[src/rtl/report_tx_pkg.sv]
// Shared constants, FSM encoding and FIFO entry layout for the outbound report link.
package report_tx_pkg;

  localparam logic [1:0] ID_AIRFLOW   = 2'b00;
  localparam logic [1:0] ID_THRUSTERS = 2'b01;
  localparam logic [1:0] ID_SOLAR     = 2'b10;

  localparam logic [7:0] OP_BIN  = 8'h62;
  localparam logic [7:0] OP_FLT  = 8'h66;
  localparam logic [7:0] EOL     = 8'h0A;
  localparam logic [7:0] ID_BASE = 8'h30;

  localparam int FRAME_LEN = 12;

  typedef enum logic [2:0] {
    S_IDLE = 3'd0,
    S_HDR  = 3'd1,
    S_ID   = 3'd2,
    S_IDX  = 3'd3,
    S_VAL  = 3'd4,
    S_EOL  = 3'd5
  } state_t;

  typedef struct packed {
    logic [1:0]  id;
    logic        kind;
    logic [7:0]  index;
    logic [63:0] value;
  } entry_t;

  function automatic logic [7:0] opcode_of(input logic kind);
    return kind ? OP_FLT : OP_BIN;
  endfunction

endpackage

[src/rtl/report_fifo.sv]
// Synchronous FIFO for pending reports; wrap is tracked by one extra pointer MSB.
module report_fifo #(
  parameter int DEPTH = 4,
  parameter int W     = 75
) (
  input  logic         clk,
  input  logic         rst,
  input  logic         push_i,
  input  logic [W-1:0] din_i,
  input  logic         pop_i,
  output logic [W-1:0] dout_o,
  output logic         full_o,
  output logic         empty_o
);

  localparam int AW = $clog2(DEPTH);

  logic [AW:0]  wr_q;
  logic [AW:0]  rd_q;
  logic [W-1:0] mem_q [DEPTH];

  always_ff @(posedge clk or negedge rst) begin
    if (!rst) begin
      wr_q <= '0;
      rd_q <= '0;
    end else begin
      if (push_i && !full_o) begin
        wr_q <= wr_q + (AW+1)'(1);
      end
      if (pop_i && !empty_o) begin
        rd_q <= rd_q + (AW+1)'(1);
      end
    end
  end

  always_ff @(posedge clk) begin
    if (push_i && !full_o) begin
      mem_q[wr_q[AW-1:0]] <= din_i;
    end
  end

  assign dout_o  = mem_q[rd_q[AW-1:0]];
  assign full_o  = (wr_q[AW] != rd_q[AW]) && (wr_q[AW-1:0] == rd_q[AW-1:0]);
  assign empty_o = (wr_q == rd_q);

endmodule

[src/rtl/report_tx.sv]
// Round-robin report arbiter, pending FIFO and 12-byte frame serialiser towards the stdout bridge.
module report_tx
  import report_tx_pkg::*;
#(
  parameter int DEPTH = 4,
  parameter int VW    = 64,
  parameter int CNTW  = 16
) (
  input  logic            clk,
  input  logic            rst,
  input  logic [2:0]      req_valid,
  input  logic [2:0]      req_kind,
  input  logic [23:0]     req_index,
  input  logic [3*VW-1:0] req_value,
  output logic [2:0]      req_ready,
  output logic [7:0]      tx_data,
  output logic            tx_valid,
  input  logic            tx_ready,
  output logic            busy,
  output logic [CNTW-1:0] frames_sent
);

  state_t          state_q, state_d;
  logic [2:0]      cnt_q, cnt_d;
  entry_t          cur_q, cur_d;
  logic [7:0]      tx_data_q, tx_data_d;
  logic            tx_valid_q, tx_valid_d;
  logic [CNTW-1:0] frames_q, frames_d;
  logic [1:0]      rr_q, rr_d;
  logic [2:0]      grant_s;
  logic            push_s, pop_s, hs_s;
  logic            fifo_full_s, fifo_empty_s;
  entry_t          push_entry_s, fifo_dout_s;

  // First requester at or after the round-robin pointer.
  always_comb begin
    grant_s = 3'b000;
    case (rr_q)
      2'd0: begin
        if (req_valid[0]) grant_s = 3'b001;
        else if (req_valid[1]) grant_s = 3'b010;
        else if (req_valid[2]) grant_s = 3'b100;
        else grant_s = 3'b000;
      end
      2'd1: begin
        if (req_valid[1]) grant_s = 3'b010;
        else if (req_valid[2]) grant_s = 3'b100;
        else if (req_valid[0]) grant_s = 3'b001;
        else grant_s = 3'b000;
      end
      2'd2: begin
        if (req_valid[2]) grant_s = 3'b100;
        else if (req_valid[0]) grant_s = 3'b001;
        else if (req_valid[1]) grant_s = 3'b010;
        else grant_s = 3'b000;
      end
      default: grant_s = 3'b000;
    endcase
  end

  // Full is taken before any same-cycle pop, so a freeing EOL pop cannot admit a push.
  assign req_ready = (rst && !fifo_full_s) ? grant_s : 3'b000;
  assign push_s    = |req_ready;

  // Entry and next pointer for the granted source.
  always_comb begin
    push_entry_s = '0;
    rr_d         = rr_q;
    case (req_ready)
      3'b001: begin
        push_entry_s = '{id: ID_AIRFLOW, kind: req_kind[0], index: req_index[7:0],
                         value: req_value[63:0]};
        rr_d = 2'd1;
      end
      3'b010: begin
        push_entry_s = '{id: ID_THRUSTERS, kind: req_kind[1], index: req_index[15:8],
                         value: req_value[127:64]};
        rr_d = 2'd2;
      end
      3'b100: begin
        push_entry_s = '{id: ID_SOLAR, kind: req_kind[2], index: req_index[23:16],
                         value: req_value[191:128]};
        rr_d = 2'd0;
      end
      default: begin
        push_entry_s = '0;
        rr_d         = rr_q;
      end
    endcase
  end

  report_fifo #(
    .DEPTH (DEPTH),
    .W     ($bits(entry_t))
  ) u_fifo (
    .clk     (clk),
    .rst     (rst),
    .push_i  (push_s),
    .din_i   (push_entry_s),
    .pop_i   (pop_s),
    .dout_o  (fifo_dout_s),
    .full_o  (fifo_full_s),
    .empty_o (fifo_empty_s)
  );

  assign hs_s = tx_valid_q && tx_ready;

  // Frame FSM: each output register holds the byte to present after the coming edge.
  always_comb begin
    state_d    = state_q;
    cnt_d      = cnt_q;
    cur_d      = cur_q;
    tx_data_d  = tx_data_q;
    tx_valid_d = tx_valid_q;
    frames_d   = frames_q;
    pop_s      = 1'b0;
    case (state_q)
      S_IDLE: begin
        if (!fifo_empty_s) begin
          pop_s      = 1'b1;
          cur_d      = fifo_dout_s;
          tx_data_d  = opcode_of(fifo_dout_s.kind);
          tx_valid_d = 1'b1;
          state_d    = S_HDR;
        end else begin
          tx_data_d  = 8'h00;
          tx_valid_d = 1'b0;
        end
      end
      S_HDR: begin
        if (hs_s) begin
          tx_data_d = ID_BASE + {6'd0, cur_q.id};
          state_d   = S_ID;
        end else begin
          state_d = S_HDR;
        end
      end
      S_ID: begin
        if (hs_s) begin
          tx_data_d = cur_q.index;
          state_d   = S_IDX;
        end else begin
          state_d = S_ID;
        end
      end
      S_IDX: begin
        if (hs_s) begin
          tx_data_d   = cur_q.value[63:56];
          cur_d.value = {cur_q.value[55:0], 8'h00};
          cnt_d       = 3'd0;
          state_d     = S_VAL;
        end else begin
          state_d = S_IDX;
        end
      end
      S_VAL: begin
        if (hs_s && (cnt_q == 3'd7)) begin
          tx_data_d = EOL;
          state_d   = S_EOL;
        end else if (hs_s) begin
          tx_data_d   = cur_q.value[63:56];
          cur_d.value = {cur_q.value[55:0], 8'h00};
          cnt_d       = cnt_q + 3'd1;
        end else begin
          state_d = S_VAL;
        end
      end
      S_EOL: begin
        if (hs_s && !fifo_empty_s) begin
          frames_d  = frames_q + CNTW'(1);
          pop_s     = 1'b1;
          cur_d     = fifo_dout_s;
          tx_data_d = opcode_of(fifo_dout_s.kind);
          state_d   = S_HDR;
        end else if (hs_s) begin
          frames_d   = frames_q + CNTW'(1);
          tx_data_d  = 8'h00;
          tx_valid_d = 1'b0;
          state_d    = S_IDLE;
        end else begin
          state_d = S_EOL;
        end
      end
      default: begin
        tx_data_d  = 8'h00;
        tx_valid_d = 1'b0;
        state_d    = S_IDLE;
      end
    endcase
  end

  // State, shifter, output and counter registers.
  always_ff @(posedge clk or negedge rst) begin
    if (!rst) begin
      state_q    <= S_IDLE;
      cnt_q      <= 3'd0;
      cur_q      <= '0;
      tx_data_q  <= 8'h00;
      tx_valid_q <= 1'b0;
      frames_q   <= '0;
      rr_q       <= 2'd0;
    end else begin
      state_q    <= state_d;
      cnt_q      <= cnt_d;
      cur_q      <= cur_d;
      tx_data_q  <= tx_data_d;
      tx_valid_q <= tx_valid_d;
      frames_q   <= frames_d;
      rr_q       <= rr_d;
    end
  end

  assign tx_data     = tx_data_q;
  assign tx_valid    = tx_valid_q;
  assign frames_sent = frames_q;
  assign busy        = !fifo_empty_s || (state_q != S_IDLE);

endmodule

[config.mk]
export PLATFORM = sky130hd
export DESIGN_NAME = report_tx
export DESIGN_NICKNAME = d
export VERILOG_FILES = /design/src/rtl/report_tx_pkg.sv /design/src/rtl/report_fifo.sv /design/src/rtl/report_tx.sv
export SDC_FILE = /design/constraint.sdc
export NUM_CORES = 1
export LEC_CHECK = 0
export CELL_PAD_IN_SITES_DETAIL_PLACEMENT = 1
export CELL_PAD_IN_SITES_GLOBAL_PLACEMENT = 1
export CORE_MARGIN = 4
export CORE_UTILIZATION = 30
export DETAILED_ROUTE_END_ITERATION = 6
export DONT_BUFFER_PORTS = 1
export PLACE_DENSITY_LB_ADDON = 0.08
export SLEW_MARGIN = 20
export SYNTH_ARGS = -nofsm -noshare
export SYNTH_HDL_FRONTEND = slang
export SYNTH_SLANG_ARGS = --single-unit
[constraint.sdc]
create_clock -name clk -period 5 [get_ports clk]
set_input_delay 1 -clock clk [delete_from_list [all_inputs] [get_ports clk]]
set_output_delay 1 -clock clk [all_outputs]
set_load 0.1 [all_outputs]
Word-level counts from Yosys, hierarchy flattened
Memory sizes are Yosys's and may differ from the RTL's. Index checks and enable logic that the tools add are counted.

Output and inout port bits: 29. Memories kept: 1. RAM bits: 300. Flip-flop bits (word level): 113. Logic and storage cells: 121.

Mux-type cells: 51. Bitwise gates (word level): 1. Equality and inequality tests: 25. Reduce and logical (&&, ||, !) cells: 27. Add/sub/neg operators: 5.

Memory list: u_fifo.mem_q (depth 4, width 75, read ports 1, clocked after Yosys merged registers in 0, wr ports 1, line report_fifo.sv:20) `logic [W-1:0] mem_q [DEPTH];`.

Operators with widths (count): $pmux W64 S4 (1); $pmux W75 S3 (1); $mux W75 (2); $mux W64 (2); $mux W3 (17); $mux W8 (6); $pmux W8 S6 (1); $mux W16 (2); $pmux W11 S2 (1); $ne A2 B2 Y1 const B (9); $pmux W3 S6 (1); $add A16 B1 Y16 const B (1); $eq A3 B3 Y1 const B (4); $add A3 B1 Y3 const B (3); $eq A3 B2 Y1 const B (3); $pmux W3 S3 (1); $reduce_and A3 Y1 (3); $mux W1 (8); $reduce_and A4 Y1 (2); $add A6 B2 Y7 const A (1); $logic_and A1 B1 Y1 (7); $mux W7 (1); $eq A3 B1 Y1 const B (2); $mux W2 (3); other kinds (21) (27).

Depth between registers and ports, before layout
Gate-level depths: netlist of run 1.

Depth after elaboration: 9. Mapped depth: 10.

Hierarchy
From an unflattened synthesis of run 1, not the netlist that was laid out.

Cells, all modules: 1068. Area total of the unflattened synthesis: 18006.0 um^2.

By module, submodules not included: report_fifo (instances 1, area an instance 11302.1 um^2, cells an instance 441); report_tx (instances 1, area an instance 6703.9 um^2, cells an instance 627).

Least setup slack after synthesis of run 1
Ideal clock, no wire load.

Path type: input to register. From: input rst. To: memory u_fifo.mem_q[0][0], enable pin. Slack: -0.482 ns. Stages on the path: 6. Library setup time: 0.518 ns. Arrival: 4.964 ns. Data required time: 4.482 ns. Path through: inv_1 -> a31oi_2 -> and4_4 -> buf_6 -> nor3_4 -> nor2b_1.

Cells in the longest elaborated chain, start to end: 6.

RTL lines: start: declaration (line report_tx.sv:10) `input logic rst,`; $logic_and A1 B1 Y1 (line report_tx.sv:62) `assign req_ready = (rst && !fifo_full_s) ? grant_s : 3'b000;`; $mux W3 (line report_tx.sv:62); $reduce_or A3 Y1 (line report_tx.sv:63) `assign push_s = |req_ready;`; $logic_and A1 B1 Y1 (line report_fifo.sv:37) `if (push_i && !full_o) begin`; $mux W1 (line report_fifo.sv:37); $mux W1 (implied by the code) (line report_fifo.sv:38) `mem_q[wr_q[AW-1:0]] <= din_i;`; end: declaration (line report_fifo.sv:20).

No other way between the ends.

Worst setup path after layout of run 1
From: register u_fifo.rd_q[1]. To: output req_ready[2].

Cells in the longest elaborated chain, start to end: 5.

RTL lines: start: declaration (line report_fifo.sv:19) `logic [AW:0] rd_q;`; start signal: assignment (line report_fifo.sv:31) `rd_q <= rd_q + (AW+1)'(1);`; $eq A2 B2 Y1 (line report_fifo.sv:43) `assign full_o = (wr_q[AW] != rd_q[AW]) && (wr_q[AW-1:0] == rd_q[AW-1:0]);`; $logic_and A1 B1 Y1 (line report_fifo.sv:43); $logic_not A1 Y1 (line report_tx.sv:62); $logic_and A1 B1 Y1 (line report_tx.sv:62); $mux W3 (line report_tx.sv:62); end: declaration (line report_tx.sv:15) `output logic [2:0] req_ready,`.

No other way between the ends.

==> summary.md, run 1 <==
| Metric | Value |
|---|---|
| IO Count | approximately 250 |
| FF-to-FF End | u_fifo.mem_q[0][48] |
| Switching share of power | about a third |
| Power Internal | 0.00866 W |
| Max Cap Viol | 0 |
| Most frequent cells in the layout | 300 x edfxtp_1, 111 x dfrtp_1, 104 x nand2_1 |
| Seq pwr share | 42.4% |
| Fin util | ~35% |
| Fin crit period | roughly 4.0 ns |
| Largest cells by area after synthesis | edfxtp_1 52%, dfrtp_1 16%, mux4_2 9.7% |
| PortBufs | 0 |
| Core area | around 0.058 mm^2 |
| Post-Route WL | 44.5 mm |
| Final hold violation count | 0 |
| Cell family with most CP delay | buffers and inverters |
| Chip height | 249 um |
| Area grow syn2layout | 14.1% |
| CTS Hold Bufs | 0 |
| Die W | 249 um |
| # rows | just under 90 |
| Mapped cell area | 0.0175 mm^2 |
| Ys flop type | edfxtp_1 |
| Fin. max-slew vios | 0 |
| Vias in the first global route | about 10,000 |
| Worst hold path class | input port to async pin |
| Total number of vias | 9,531 |
| Post-synth EDFFs | 300 |
| Worst VDD drop | 0.000295 V |
| WHS | between 0.1 and 0.15 ns |
| Leading area contributor after synthesis | edfxtp_1 |
| FF-to-FF path depth | 6 |
| Clock slew at reported path FFs | 0.06 ns |
| Worst Clk Skew | 0.0194 ns |
| Flop-to-flop setup slack | 1.68 ns |
| Cells after Synth | roughly 1,100 |
| Comb power frac | 30.3% |
| Synth Register Bits | 413 |
| CP cell instances | xnor2_2 -> a31oi_2 -> and3b_4 -> buf_4 |
| Leakage | ~7.6 nW |
| Total power | approximately 0.013 W |
| Initial Util | 30.3% |
| Crit Path Max Fanout | 46 |
| Commonest non-fill, non-tap cell in the layout | edfxtp_1 |
| Post-synthesis sequential area ratio | 67.7% |
| Clk network pwr share | between 20% and 30% |
| Post-route ant nets | 0 |
| CTS tree | done |
| Post_cts resized | 0 |
| Final setup vio count | 0 |
| First-pass GRT wire length | 67.5 mm |
| FFs w/ async S/R, synth | 27.4% |
| CP arrival | just under 3 ns |
| Placer Congestion | about 0.70 |
| Total nets after synthesis | 1,332 |
| Synthesis Warnings | 0 |
| Cell variety after synth | 54 |
| Type of element capturing the critical path | output pin |
| Drt wl/cell | 23.4 um |
| Failing checks | design-rule violations |
| CTS max path bufs | 3 |
| TNS Setup | 0 ns |
| CTS Buf Count | 49 |
| Post-synth top area share | 51.6% |
| GRT Total Usage | 14.1% |
| Slowest cell on crit path | buf_4 |
| Largest net degree at the start of global routing | 115 |
| Actual slew at the worst max-slew pin | roughly 1.1 ns |
| CP required | 4.00 ns |
| Power density over the cells | 661 mW/mm^2 |
| Unrepaired setup endpoints after global routing | false |
| GRT overflow | 0 |
| Postcts setup bufs | 0 |
| Critical path startpoint category | flip-flop |
| Critical Path Stages | 4 |
| Mapped Avg Cell Area | 15.9 um^2 |
| Clk_lat worst skew | slightly below 0.6 ns |
| Fin nets | about 1,300 |
| Sum of net half-perimeters after detailed placement | 28.0 mm |
| Initial antenna violation count | 4 |
| 1st-iter DRT viols | 762 |
| Slew HR | between 20% and 30% |
| Multi-input gate area | 0.00495 mm^2 |
| Area occupied by registers | around 0.012 mm^2 |
| Fraction of layout cells with a size suffix above 1 | 17.5% |
| DR DRC count | 10 |
| Detailed Routing Iterations Pass 1 | 7 |
| Vias/cell | around 5.0 |
| Clk sinks | approximately 410 |
| Status | complete, but fails checks |
| Die area | approximately 0.062 mm^2 |
| CP Class | flip-flop to output pin |
| Clock root cell | clkbuf_16 |
| R2R Path Start | u_fifo.rd_q[1] |
| H-Tree Depth | 2 |
| Sw power | 0.00453 W |
| Final-layout fill cell count | between 5,000 and 6,000 |
| CP peak stage delay | ~0.7 ns |
| Buffer and inverter count on the worst path | 1 |
| Period Utilization, post-route | 79.3% |
| Fmax | 252 MHz |
power groups by stage:
stage,Sequential (W),Combinational (W),Clock [W]
detailed placement,0.00568,0.00415,0
floorplan,0.00552,0.00303,0
global placement,0.00566,0.00409,0
finish,0.00560,0.00400,0.00359
CTS,0.00562,0.00416,0.00373
global route,0.00570,0.00448,0.00388
per-stage QoR:
stage	std cells	area, um^2	setup WS, ns
5_1_grt	1899	19900	0.778
3_3_place_gp	1806	18300	1.24
3_5_place_dp	1806	18300	1.20
6_report	1903	19900	1.03
4_1_cts	1898	19900	0.902
2_1_floorplan	1099	17500	-0.482
layer usage:
metal	global-route usage, %	up-vias	wire length (um)
li1	-	4303	-
met1	19.8	4909	20300
met2	22.6	253	20800
met3	2.63	64	2520
met4	4.03	2	903
met5	0	-	13
registers in the layout, indices dropped and copies added (netlist names):
| name | flops |
|---|---|
| state_q | 3 |
| cur_q | 74 |
| u_fifo.wr_q | 3 |
| u_fifo.mem_q | 300 |
| tx_valid | 1 |
| frames_sent | 16 |
| rr_q | 2 |
| tx_data | 8 |
| u_fifo.rd_q | 3 |
| cnt_q | 3 |
worst max-delay path by stage:
| stage | from | to | slack, ns |
|---|---|---|---|
| 2_1_floorplan | rst | u_fifo.mem_q[0][0] | -0.48 |
| 3_3_place_gp | rst | req_ready[2] | 1.24 |
| 3_5_place_dp | rst | req_ready[2] | 1.20 |
| 4_1_cts | u_fifo.rd_q[1] | req_ready[2] | 0.90 |
| 5_1_grt | u_fifo.wr_q[0] | req_ready[2] | 0.78 |
| 6_report | u_fifo.rd_q[1] | req_ready[2] | 1.03 |
worst register-to-register path, cell delays in order, from the launching register on:
cell and delay [ns]:
dfrtp_4 0.48, xnor2_2 0.18, a31oi_2 0.37, o211a_4 0.79, nor3_4 0.19, nor2b_4 0.45, buf_12 0.45
cell type report:
class / count / area share [%]
Antenna cell: 4 / 0.0502
Clock buffer: 64 / 6.79
Clock inverter: 28 / 1.37
Inverter: 81 / 1.54
Multi-Input combinational cell: 529 / 24.8
Sequential cell: 413 / 59.4
Tap cell: 765 / 4.80
Timing Repair Buffer: 19 / 1.24
Yosys cell counts (2+ instances only):
| library cell | count |
|---|---|
| or3_1 | 2 |
| a22o_1 | 6 |
| xnor2_2 | 2 |
| a21o_1 | 2 |
| and2_1 | 4 |
| nand2_1 | 104 |
| a222oi_1 | 73 |
| a221oi_1 | 3 |
| clkbuf_1 | 19 |
| buf_4 | 6 |
| o21ai_0 | 66 |
| nand3_1 | 5 |
| buf_2 | 38 |
| nor2_1 | 12 |
| buf_6 | 9 |
| o21a_1 | 2 |
| a21oi_1 | 15 |
| and4_1 | 3 |
| edfxtp_1 | 300 |
| xnor2_1 | 15 |
| o21ai_1 | 8 |
| mux2_2 | 13 |
| and3b_1 | 2 |
| ha_1 | 8 |
| nor3_1 | 5 |
| mux2i_1 | 60 |
| o221ai_1 | 2 |
| and3_1 | 6 |
| nand2b_1 | 2 |
| a22oi_1 | 2 |
| dfrtp_1 | 113 |
| nand3b_1 | 2 |
| inv_1 | 81 |
| buf_1 | 3 |
| mux4_2 | 75 |
| nor2b_1 | 6 |
| xor2_1 | 6 |
| a31oi_1 | 2 |
| o22ai_1 | 2 |
cell families (layout without fill, tap and decap cells):
logic type	Yosys count	count (layout)	share of synthesized area [%]
DFF	413	413	67.7
and+or+nand+nor	160	160	4.24
adders and majority gates	8	8	0.573
xor gates and xnor gates	23	23	1.24
buffers and inverters	157	192	4.17
other	0	4	0
muxes	148	148	13.9
AOI/OAI and AO/OA	190	190	8.09
(Power assumes the default switching activity.)
==> inputs of run 2 (changes only) <==
- clock period: 5 -> 3.92 ns (I/O delays scaled with it)
==> run 2 against run 1 <==
Net effect:
- critical path depth is the same
- the flow still finishes with violations (design-rule violations)
- sequential share of layout area shrank 0.089 points
- critical endpoint is now req_ready[1]
- hold slack better by 0.036 ns
- sequential cell count did not move
- critical path type unchanged
- highest routed layer is now met4
- sequential power increased by 26%
==> summary.md, run 2 (synthesis results as in run 1) <==
| Metric | Value |
|---|---|
| CP arrival | 2.69 ns (was 2.97 ns) |
| Slowest cell on crit path | and4_4 (was buf_4) |
| Clk_lat worst skew | 0.58 ns (was 0.59 ns) |
| Initial antenna violation count | 3 (was 4) |
| Sum of net half-perimeters after detailed placement | 27.4 mm (was 28.0 mm) |
| Fraction of layout cells with a size suffix above 1 | 18.2% (was 17.5%) |
| Fmax | 288 MHz |
| Design area | 0.0200 mm^2 (was 0.0199 mm^2) |
| Core area | 0.0577 mm^2 (unchanged) |
| Worst VDD drop | 0.000397 V (was 0.000295 V) |
| Largest net degree at the start of global routing | 129 (was 115) |
| # rows | 88 (unchanged) |
| Die area | 0.0622 mm^2 (unchanged) |
| Total power | 0.0166 W (was 0.0132 W) |
| Initial Util | 30.3% (unchanged) |
| Worst Clk Skew | 0.0203 ns (was 0.0194 ns) |
| Post_cts resized | 0 (unchanged) |
| CTS tree | done (unchanged) |
| CTS max path bufs | 3 (unchanged) |
| Fin nets | 1,338 (was 1,326) |
| WHS | 0.158 ns (was 0.122 ns) |
| PortBufs | 0 (unchanged) |
| Drt wl/cell | 23.6 um (was 23.4 um) |
| Power density over the cells | 832 mW/mm^2 (was 661 mW/mm^2) |
| Final hold violation count | 0 (unchanged) |
| Flop-to-flop setup slack | 1.01 ns (was 1.68 ns) |
| Max reg flops | 300 (unchanged) |
| GRT Total Usage | 14.3% (was 14.1%) |
| H-Tree Depth | 2 (unchanged) |
| Clk sinks | 413 (unchanged) |
| GRT overflow | 0 (unchanged) |
| IO Count | 254 (unchanged) |
| Detailed Routing Iterations Pass 1 | 7 (unchanged) |
| Clock root cell | clkbuf_16 (unchanged) |
| Placer Congestion | 0.689 (was 0.698) |
| Type of element capturing the critical path | output pin (unchanged) |
| Post-route ant nets | 0 (unchanged) |
| Total number of vias | 9,576 (was 9,531) |
| CP peak stage delay | 0.62 ns (was 0.71 ns) |
| Commonest non-fill, non-tap cell in the layout | edfxtp_1 (unchanged) |
| DR DRC count | 1 (was 10) |
| Worst hold path class | input port to async pin (unchanged) |
| Final setup vio count | 0 (unchanged) |
| Vias in the first global route | 10,400 (about the same) |
| CP Class | flip-flop to output pin (unchanged) |
| Slew HR | 32.1% (was 29.5%) |
| Dpl cell area | 0.0184 mm^2 (was 0.0183 mm^2) |
| Actual slew at the worst max-slew pin | 1.02 ns (was 1.06 ns) |
| Fin. max-slew vios | 0 (unchanged) |
| Clock slew at reported path FFs | 0.05 ns (was 0.06 ns) |
| 1st-iter DRT viols | 729 (was 762) |
| Crit Path Max Fanout | 45 (was 46) |
| Post-Route WL | 45.3 mm (was 44.5 mm) |
| Area grow syn2layout | 14.3% (was 14.1%) |
| Unrepaired setup endpoints after global routing | false (unchanged) |
| First-pass GRT wire length | 68.2 mm (was 67.5 mm) |
| Failing checks | design-rule violations (unchanged) |
| Die W | 249 um (unchanged) |
| Status | complete, but fails checks (unchanged) |
| Chip height | 249 um (unchanged) |
| Max Cap Viol | 0 (unchanged) |
| Vias/cell | 5.00 (was 5.01) |
| CP required | 3.14 ns (was 4.00 ns) |
| TNS Setup | 0 ns (unchanged) |
| CTS Buf Count | 49 (unchanged) |
| Critical path startpoint category | flip-flop (unchanged) |
| Fin crit period | 3.47 ns |
| Most frequent cells in the layout | 300 x edfxtp_1, 111 x dfrtp_1, 104 x nand2_1 (unchanged) |
| Period Utilization, post-route | 88.5% |
| CP cell instances | xnor2_2 -> a31oi_2 -> and4_4 -> buf_12 (was xnor2_2 -> a31oi_2 -> and3b_4 -> buf_4) |
| Leakage | 7.67 nW (was 7.64 nW) |
run 2: critical path, delay by kind of cell, from the launching register on:
| family | cells | cell delay (ns) |
|---|---|---|
| AO/OA/AOI/OAI | 1 | 0.38 |
| XOR/XNOR | 1 | 0.18 |
| buffers and inverters | 1 | 0.34 |
| flip-flops | 1 | 0.50 |
| AND/OR/NAND/NOR | 1 | 0.62 |
run 2: path summary, 6_finish.rpt:
path,endpoint,depth (start not counted),start
setup / recovery,req_ready[1],4,u_fifo.rd_q[0]
hold / removal,frames_sent[10],1,rst
setup reg to reg,u_fifo.mem_q[0][7],6,u_fifo.rd_q[0]
hold reg to reg,cur_q[22],2,cur_q[22]
max in group asynchronous,u_fifo.rd_q[1],1,rst
min in group clk,u_fifo.mem_q[2][27],2,req_value[155]
run 2: layout make-up:
type | count | area [um^2]
multi-input cells | 529 | 4950
clock buffers | 72 | 1400
well taps | 765 | 957
inverters | 81 | 307
clock inverters | 20 | 134
diodes | 3 | 7.51
flip-flops and latches | 413 | 11800
repair buffers | 31 | 378
fillers | 5889 | 37700
run 2: report_power, final:
group / internal (W) / total, W / switching [W] / leakage, nW
clock network: 0.00253 / 0.00432 / 0.00179 / 0.752
logic: 0.00209 / 0.00525 / 0.00317 / 2.69
registers: 0.00622 / 0.00704 / 0.000821 / 4.23
run 2: metal layers:
| metal | vias to the layer above | track usage [%] | wire, um |
|---|---|---|---|
| met5 | - | 0 | 0 |
| met4 | 0 | 4.18 | 936 |
| met3 | 54 | 2.42 | 2230 |
| met2 | 248 | 23.1 | 21200 |
| met1 | 4952 | 20.1 | 20900 |
| li1 | 4322 | - | - |
run 2: metrics by stage:
| step | worst slack [ns] | instances | utilization, % |
|---|---|---|---|
| 2_1_floorplan | -1.35 | 1099 | - |
| 3_3_place_gp | 0.820 | 1818 | 31.9 |
| 3_5_place_dp | 0.765 | 1818 | 31.9 |
| 4_1_cts | 0.346 | 1911 | 34.6 |
| 5_1_grt | 0.303 | 1911 | 34.6 |
| 6_report | 0.449 | 1914 | 34.6 |
run 2: repair_timing:
| action | 4_1_cts | 5_1_grt |
|---|---|---|
| setup buffers | 0 | 0 |
| hold buffers | 1 | 0 |
| endpoints found under the hold margin | 113 | 0 |
